===== config.mk =====
export PLATFORM = sky130hd
export DESIGN_NAME = tap_controller_flat
export DESIGN_NICKNAME = d
export VERILOG_FILES = /design/src/rtl/tap_controller_if.sv /design/src/rtl/tap_controller.sv /design/src/flat_wrapper.sv
export SDC_FILE = /design/constraint.sdc
export NUM_CORES = 1
export LEC_CHECK = 0
export CAP_MARGIN = 20
export CORE_AREA = 2 2 39 41
export DETAILED_ROUTE_END_ITERATION = 16
export DIE_AREA = 0 0 41 43
export GPL_ROUTABILITY_DRIVEN = 0
export PLACE_DENSITY_LB_ADDON = 0.1
export SETUP_SLACK_MARGIN = 0.15
export SLEW_MARGIN = 25
export SYNTH_ARGS = -nofsm -noshare
export SYNTH_HDL_FRONTEND = slang
export SYNTH_SLANG_ARGS = --single-unit
export TNS_END_PERCENT = 100

===== constraint.sdc =====
create_clock -name tck -period 1.71 [get_ports tck]
set_clock_uncertainty 0.05 [all_clocks]
set_input_delay 0.4275 -clock tck [delete_from_list [all_inputs] [get_ports tck]]
set_output_delay 0.4275 -clock tck [all_outputs]
set_load 0.01 [all_outputs]

===== src/rtl/tap_controller_if.sv =====
// Signal bundle between a JTAG TAP controller and the logic that drives TMS and consumes the state and strobes.
interface tap_controller_if;
    logic       tms;
    logic [3:0] state;
    logic       tl_reset;
    logic       select;
    logic       capture_ir;
    logic       shift_ir;
    logic       update_ir;
    logic       capture_dr;
    logic       shift_dr;
    logic       update_dr;
    logic       tdo_en;

    modport master (
        output tms,
        input  state, tl_reset, select,
        input  capture_ir, shift_ir, update_ir,
        input  capture_dr, shift_dr, update_dr,
        input  tdo_en
    );

    modport slave (
        input  tms,
        output state, tl_reset, select,
        output capture_ir, shift_ir, update_ir,
        output capture_dr, shift_dr, update_dr,
        output tdo_en
    );
endinterface


===== src/rtl/tap_controller.sv =====
// IEEE 1149.1 TAP state machine using the standard 4-bit state encoding.
// Strobes are registered from the next state so they line up exactly with the state register.
module tap_controller (
    input  logic             tck,
    input  logic             trst,
    tap_controller_if.slave  bus
);

    typedef enum logic [3:0] {
        EXIT2_DR         = 4'h0,
        EXIT1_DR         = 4'h1,
        SHIFT_DR         = 4'h2,
        PAUSE_DR         = 4'h3,
        SELECT_IR_SCAN   = 4'h4,
        UPDATE_DR        = 4'h5,
        CAPTURE_DR       = 4'h6,
        SELECT_DR_SCAN   = 4'h7,
        EXIT2_IR         = 4'h8,
        EXIT1_IR         = 4'h9,
        SHIFT_IR         = 4'hA,
        PAUSE_IR         = 4'hB,
        RUN_TEST_IDLE    = 4'hC,
        UPDATE_IR        = 4'hD,
        CAPTURE_IR       = 4'hE,
        TEST_LOGIC_RESET = 4'hF
    } tap_state_t;

    tap_state_t state_q;
    tap_state_t state_d;
    logic       tl_reset_q;
    logic       select_q;
    logic       capture_ir_q;
    logic       shift_ir_q;
    logic       update_ir_q;
    logic       capture_dr_q;
    logic       shift_dr_q;
    logic       update_dr_q;
    logic       tdo_en_q;

    always_ff @(posedge tck or negedge trst) begin
        if (!trst) begin
            state_q      <= TEST_LOGIC_RESET;
            tl_reset_q   <= 1'b0;
            select_q     <= 1'b1;
            capture_ir_q <= 1'b0;
            shift_ir_q   <= 1'b0;
            update_ir_q  <= 1'b0;
            capture_dr_q <= 1'b0;
            shift_dr_q   <= 1'b0;
            update_dr_q  <= 1'b0;
        end else begin
            state_q      <= state_d;
            tl_reset_q   <= (state_d != TEST_LOGIC_RESET);
            select_q     <= state_d[3];
            capture_ir_q <= (state_d == CAPTURE_IR);
            shift_ir_q   <= (state_d == SHIFT_IR);
            update_ir_q  <= (state_d == UPDATE_IR);
            capture_dr_q <= (state_d == CAPTURE_DR);
            shift_dr_q   <= (state_d == SHIFT_DR);
            update_dr_q  <= (state_d == UPDATE_DR);
        end
    end

    always_comb begin
        state_d = TEST_LOGIC_RESET;
        case (state_q)
            TEST_LOGIC_RESET: state_d = bus.tms ? TEST_LOGIC_RESET : RUN_TEST_IDLE;
            RUN_TEST_IDLE:    state_d = bus.tms ? SELECT_DR_SCAN   : RUN_TEST_IDLE;
            SELECT_DR_SCAN:   state_d = bus.tms ? SELECT_IR_SCAN   : CAPTURE_DR;
            SELECT_IR_SCAN:   state_d = bus.tms ? TEST_LOGIC_RESET : CAPTURE_IR;
            CAPTURE_DR:       state_d = bus.tms ? EXIT1_DR         : SHIFT_DR;
            SHIFT_DR:         state_d = bus.tms ? EXIT1_DR         : SHIFT_DR;
            EXIT1_DR:         state_d = bus.tms ? UPDATE_DR        : PAUSE_DR;
            PAUSE_DR:         state_d = bus.tms ? EXIT2_DR         : PAUSE_DR;
            EXIT2_DR:         state_d = bus.tms ? UPDATE_DR        : SHIFT_DR;
            UPDATE_DR:        state_d = bus.tms ? SELECT_DR_SCAN   : RUN_TEST_IDLE;
            CAPTURE_IR:       state_d = bus.tms ? EXIT1_IR         : SHIFT_IR;
            SHIFT_IR:         state_d = bus.tms ? EXIT1_IR         : SHIFT_IR;
            EXIT1_IR:         state_d = bus.tms ? UPDATE_IR        : PAUSE_IR;
            PAUSE_IR:         state_d = bus.tms ? EXIT2_IR         : PAUSE_IR;
            EXIT2_IR:         state_d = bus.tms ? UPDATE_IR        : SHIFT_IR;
            UPDATE_IR:        state_d = bus.tms ? SELECT_DR_SCAN   : RUN_TEST_IDLE;
            default:          state_d = TEST_LOGIC_RESET;
        endcase
    end

    // TDO enable moves on the falling edge so the shifted bit is driven half a cycle after the state changes.
    always_ff @(negedge tck or negedge trst) begin
        if (!trst) begin
            tdo_en_q <= 1'b0;
        end else begin
            tdo_en_q <= (state_q == SHIFT_IR) || (state_q == SHIFT_DR);
        end
    end

    assign bus.state      = state_q;
    assign bus.tl_reset   = tl_reset_q;
    assign bus.select     = select_q;
    assign bus.capture_ir = capture_ir_q;
    assign bus.shift_ir   = shift_ir_q;
    assign bus.update_ir  = update_ir_q;
    assign bus.capture_dr = capture_dr_q;
    assign bus.shift_dr   = shift_dr_q;
    assign bus.update_dr  = update_dr_q;
    assign bus.tdo_en     = tdo_en_q;

endmodule


===== src/flat_wrapper.sv =====
// flat-port wrapper written by rule: the top's interface ports become plain ports
module tap_controller_flat 
  (tck, trst, bus_tms, bus_state, bus_tl_reset, bus_select, bus_capture_ir, bus_shift_ir, bus_update_ir, bus_capture_dr, bus_shift_dr, bus_update_dr, bus_tdo_en);
  tap_controller_if bus_i ();
  input  logic tck;
  input  logic trst;
  input wire logic [$bits(bus_i.tms)-1:0] bus_tms;
  output wire logic [$bits(bus_i.state)-1:0] bus_state;
  output wire logic [$bits(bus_i.tl_reset)-1:0] bus_tl_reset;
  output wire logic [$bits(bus_i.select)-1:0] bus_select;
  output wire logic [$bits(bus_i.capture_ir)-1:0] bus_capture_ir;
  output wire logic [$bits(bus_i.shift_ir)-1:0] bus_shift_ir;
  output wire logic [$bits(bus_i.update_ir)-1:0] bus_update_ir;
  output wire logic [$bits(bus_i.capture_dr)-1:0] bus_capture_dr;
  output wire logic [$bits(bus_i.shift_dr)-1:0] bus_shift_dr;
  output wire logic [$bits(bus_i.update_dr)-1:0] bus_update_dr;
  output wire logic [$bits(bus_i.tdo_en)-1:0] bus_tdo_en;
  assign bus_i.tms = bus_tms;
  assign bus_state = bus_i.state;
  assign bus_tl_reset = bus_i.tl_reset;
  assign bus_select = bus_i.select;
  assign bus_capture_ir = bus_i.capture_ir;
  assign bus_shift_ir = bus_i.shift_ir;
  assign bus_update_ir = bus_i.update_ir;
  assign bus_capture_dr = bus_i.capture_dr;
  assign bus_shift_dr = bus_i.shift_dr;
  assign bus_update_dr = bus_i.update_dr;
  assign bus_tdo_en = bus_i.tdo_en;
  tap_controller u_core (.tck(tck), .trst(trst), .bus(bus_i));
endmodule

==> impl_metrics.env <==
export IMPL_overflow=0
export IMPL_path_cells="buf_2"
export IMPL_grtUsageTotal=0.142
export IMPL_portBuffers=15
export IMPL_placed_area_um2=719
export IMPL_yosysSeqAreaShare=0.575
export IMPL_insertion_delay_ps=270
export IMPL_yosysUniqueCellTypes=23
export IMPL_hp_class="input port to asynchronous set/reset pin"
export IMPL_fp_dieArea_um2=1760
export IMPL_powerDensity_nw_per_um2=1690
export IMPL_numCtsBuffers=3
export IMPL_dp_hpwl_um=714
export IMPL_critPathRequiredTime_ps=1230
export IMPL_critPathArrivalTime_ps=1620
export IMPL_vias_per_cell=4.90
export IMPL_regArea_um2=305
export IMPL_antenna_left=0
export IMPL_drt_first_pass_iters=4
export IMPL_critPathCaptureType="output port"
export IMPL_status="finished with violations"
export IMPL_fin_nets=75
export IMPL_fillerInstances=135
export IMPL_post_drt_wl_per_cell_um=11.2
export IMPL_wl_um=972
export IMPL_fin_cells=87
export IMPL_drive_gt1_frac=0.366
export IMPL_violations="negative setup slack"
export IMPL_htree_levels=1
export IMPL_numClockSinks=12
export IMPL_tns_ps=-427
export IMPL_grt_pass1_vias=368
export IMPL_postLayoutCellArea_um2=752
export IMPL_synth_cells=48
export IMPL_die_h_um=43
export IMPL_syn_area_um2=531
export IMPL_drc=0
export IMPL_critPathMaxStageDelay_ps=380
export IMPL_multi_input_area_um2=184
export IMPL_vias=426
export IMPL_diodes=0
export IMPL_synthesis_nets=51
export IMPL_crit_slowest_cell="dfrtn_1"
export IMPL_grt_pass1_wl_mm=1.55
export IMPL_crit_buf_inv=1
export IMPL_die_x_um=41
export IMPL_cts_tree="yes"
export IMPL_ys_ff_latch=12
export IMPL_slew_viol_final=0
export IMPL_final_hold_violation_count=0
export IMPL_core_um2=1380
export IMPL_cap_violations=0
export IMPL_start_util=0.383
export IMPL_rows=14
export IMPL_path_clk_slew_ps=70
export IMPL_dp_cells=81
export IMPL_worstPathMaxFanout=1
export IMPL_rsz0062_at_grt="yes"
export IMPL_synth_avg_cell_area_um2=11.1
export IMPL_setup_violations=2
export IMPL_power_mw=1.27
export IMPL_ctsRootBufferMaster="clkbuf_4"
export IMPL_yosys_warnings=0
export IMPL_slew_headroom=0.817
export IMPL_clk_path_buf_depth=2
export IMPL_ioPinCount=16
export IMPL_crit_type="flop to output port"
export IMPL_cp_top_family="flip-flops"
export IMPL_area_growth_pct=41.7
export IMPL_fin_ws_ps=-391
export IMPL_drt_initial_drc_count=1
export IMPL_finish_utilization=0.543
export IMPL_startpoint_type="flop"
export IMPL_grt_start_max_net_pins=14
export IMPL_peakVddDrop_uv=884
export IMPL_power_leakage_nw=0.372
export IMPL_grt_antenna_before_repair=0
export IMPL_tightest_slew_ps=270
## per-stage QoR
stage,hold WS (ps),worst slack (ps)
after floorplan,81.9,-186
after global placement,586,-507
after detailed placement,588,-510
after CTS,447,-403
after global routing,451,-430
final,444,-391
## layout make-up
class / count / area share
Timing Repair Buffer: 25 / 0.275
Multi-Input combinational cell: 30 / 0.245
Clock buffer: 4 / 0.0483
Tap cell: 16 / 0.0266
Sequential cell: 12 / 0.406
## power by group
part | internal [mW] | switching [mW]
combinational | 0.318 | 0.308
clock | 0.129 | 0.0874
sequential | 0.396 | 0.0348
total | 0.843 | 0.430
## metal layers
| metal | GRT usage | routed length, um |
|---|---|---|
| met3 | 0.105 | 85 |
| met1 | 0.146 | 410 |
| met2 | 0.200 | 454 |
| met4 | 0.0800 | 23 |
| met5 | 0 | 0 |
## synth_stat cells (all sizes together)
master,number,area (um2)
dfstp,4,105
or2b,2,15.0
buf,6,41.3
nor3,3,15.0
nor4,1,6.26
dfrtp,7,175
a21oi,3,18.8
or3,2,12.5
nor3b,2,15.0
o21a,1,7.51
nand3,3,15.0
and2b,1,7.51
o211ai,1,7.51
a21o,2,15.0
nor2,1,3.75
dfrtn,1,25.0
or3b,1,11.3
nand2,5,18.8
nor4b,1,8.76
nand2b,1,6.26
## flip-flops by register name, summed over array words and instances, names as in the netlist
register / count
u_core.bus.tdo_en: 1
u_core.bus.update_ir: 1
u_core.bus.tl_reset: 1
u_core.bus.shift_dr: 1
u_core.bus.capture_ir: 1
u_core.bus.update_dr: 1
u_core.bus.select: 1
u_core.bus.shift_ir: 1
u_core.bus.state: 3
u_core.bus.capture_dr: 1
## placed cells by master, fill, tap and decap left out, types with 3 or more instances in the layout
master | netlist | final
nand2_1 | 5 | 5
buf_4 | 2 | 8
buf_6 | 1 | 4
clkbuf_4 | 0 | 3
nand3_1 | 3 | 3
dlygate4sd2_1 | 0 | 7
nor3_1 | 3 | 3
dfrtp_1 | 7 | 7
clkbuf_2 | 0 | 3
dfstp_2 | 4 | 4
## what timing repair did
action	4_1_cts	5_1_grt
hold endpoints to repair	0	0
endpoints found under the setup margin	14	7
buffers inserted	0	2
hold buffers	0	0
gates resized for setup	27	5
## cells by family after synthesis
logic type / share of synthesized area
DFF: 0.575
AOI/OAI and AO/OA: 0.0920
buffers and inverters: 0.0778
and+or+nand+nor: 0.255
## worst paths after layout
check | start | endpoint | slack (ps) | cells after the start
min | trst | u_core.bus.capture_dr | 440 | 2
max | u_core.bus.tdo_en | bus_tdo_en | -390 | 1
max reg2reg | u_core.bus.state[1] | u_core.bus.tdo_en | -40 | 2
max in group asynchronous | trst | u_core.bus.tdo_en | 470 | 1
min reg2reg | u_core.bus.state[1] | u_core.bus.capture_dr | 600 | 3
min in group tck | u_core.bus.state[1] | u_core.bus.capture_dr | 600 | 3
Power figures use the tool's default switching activity.
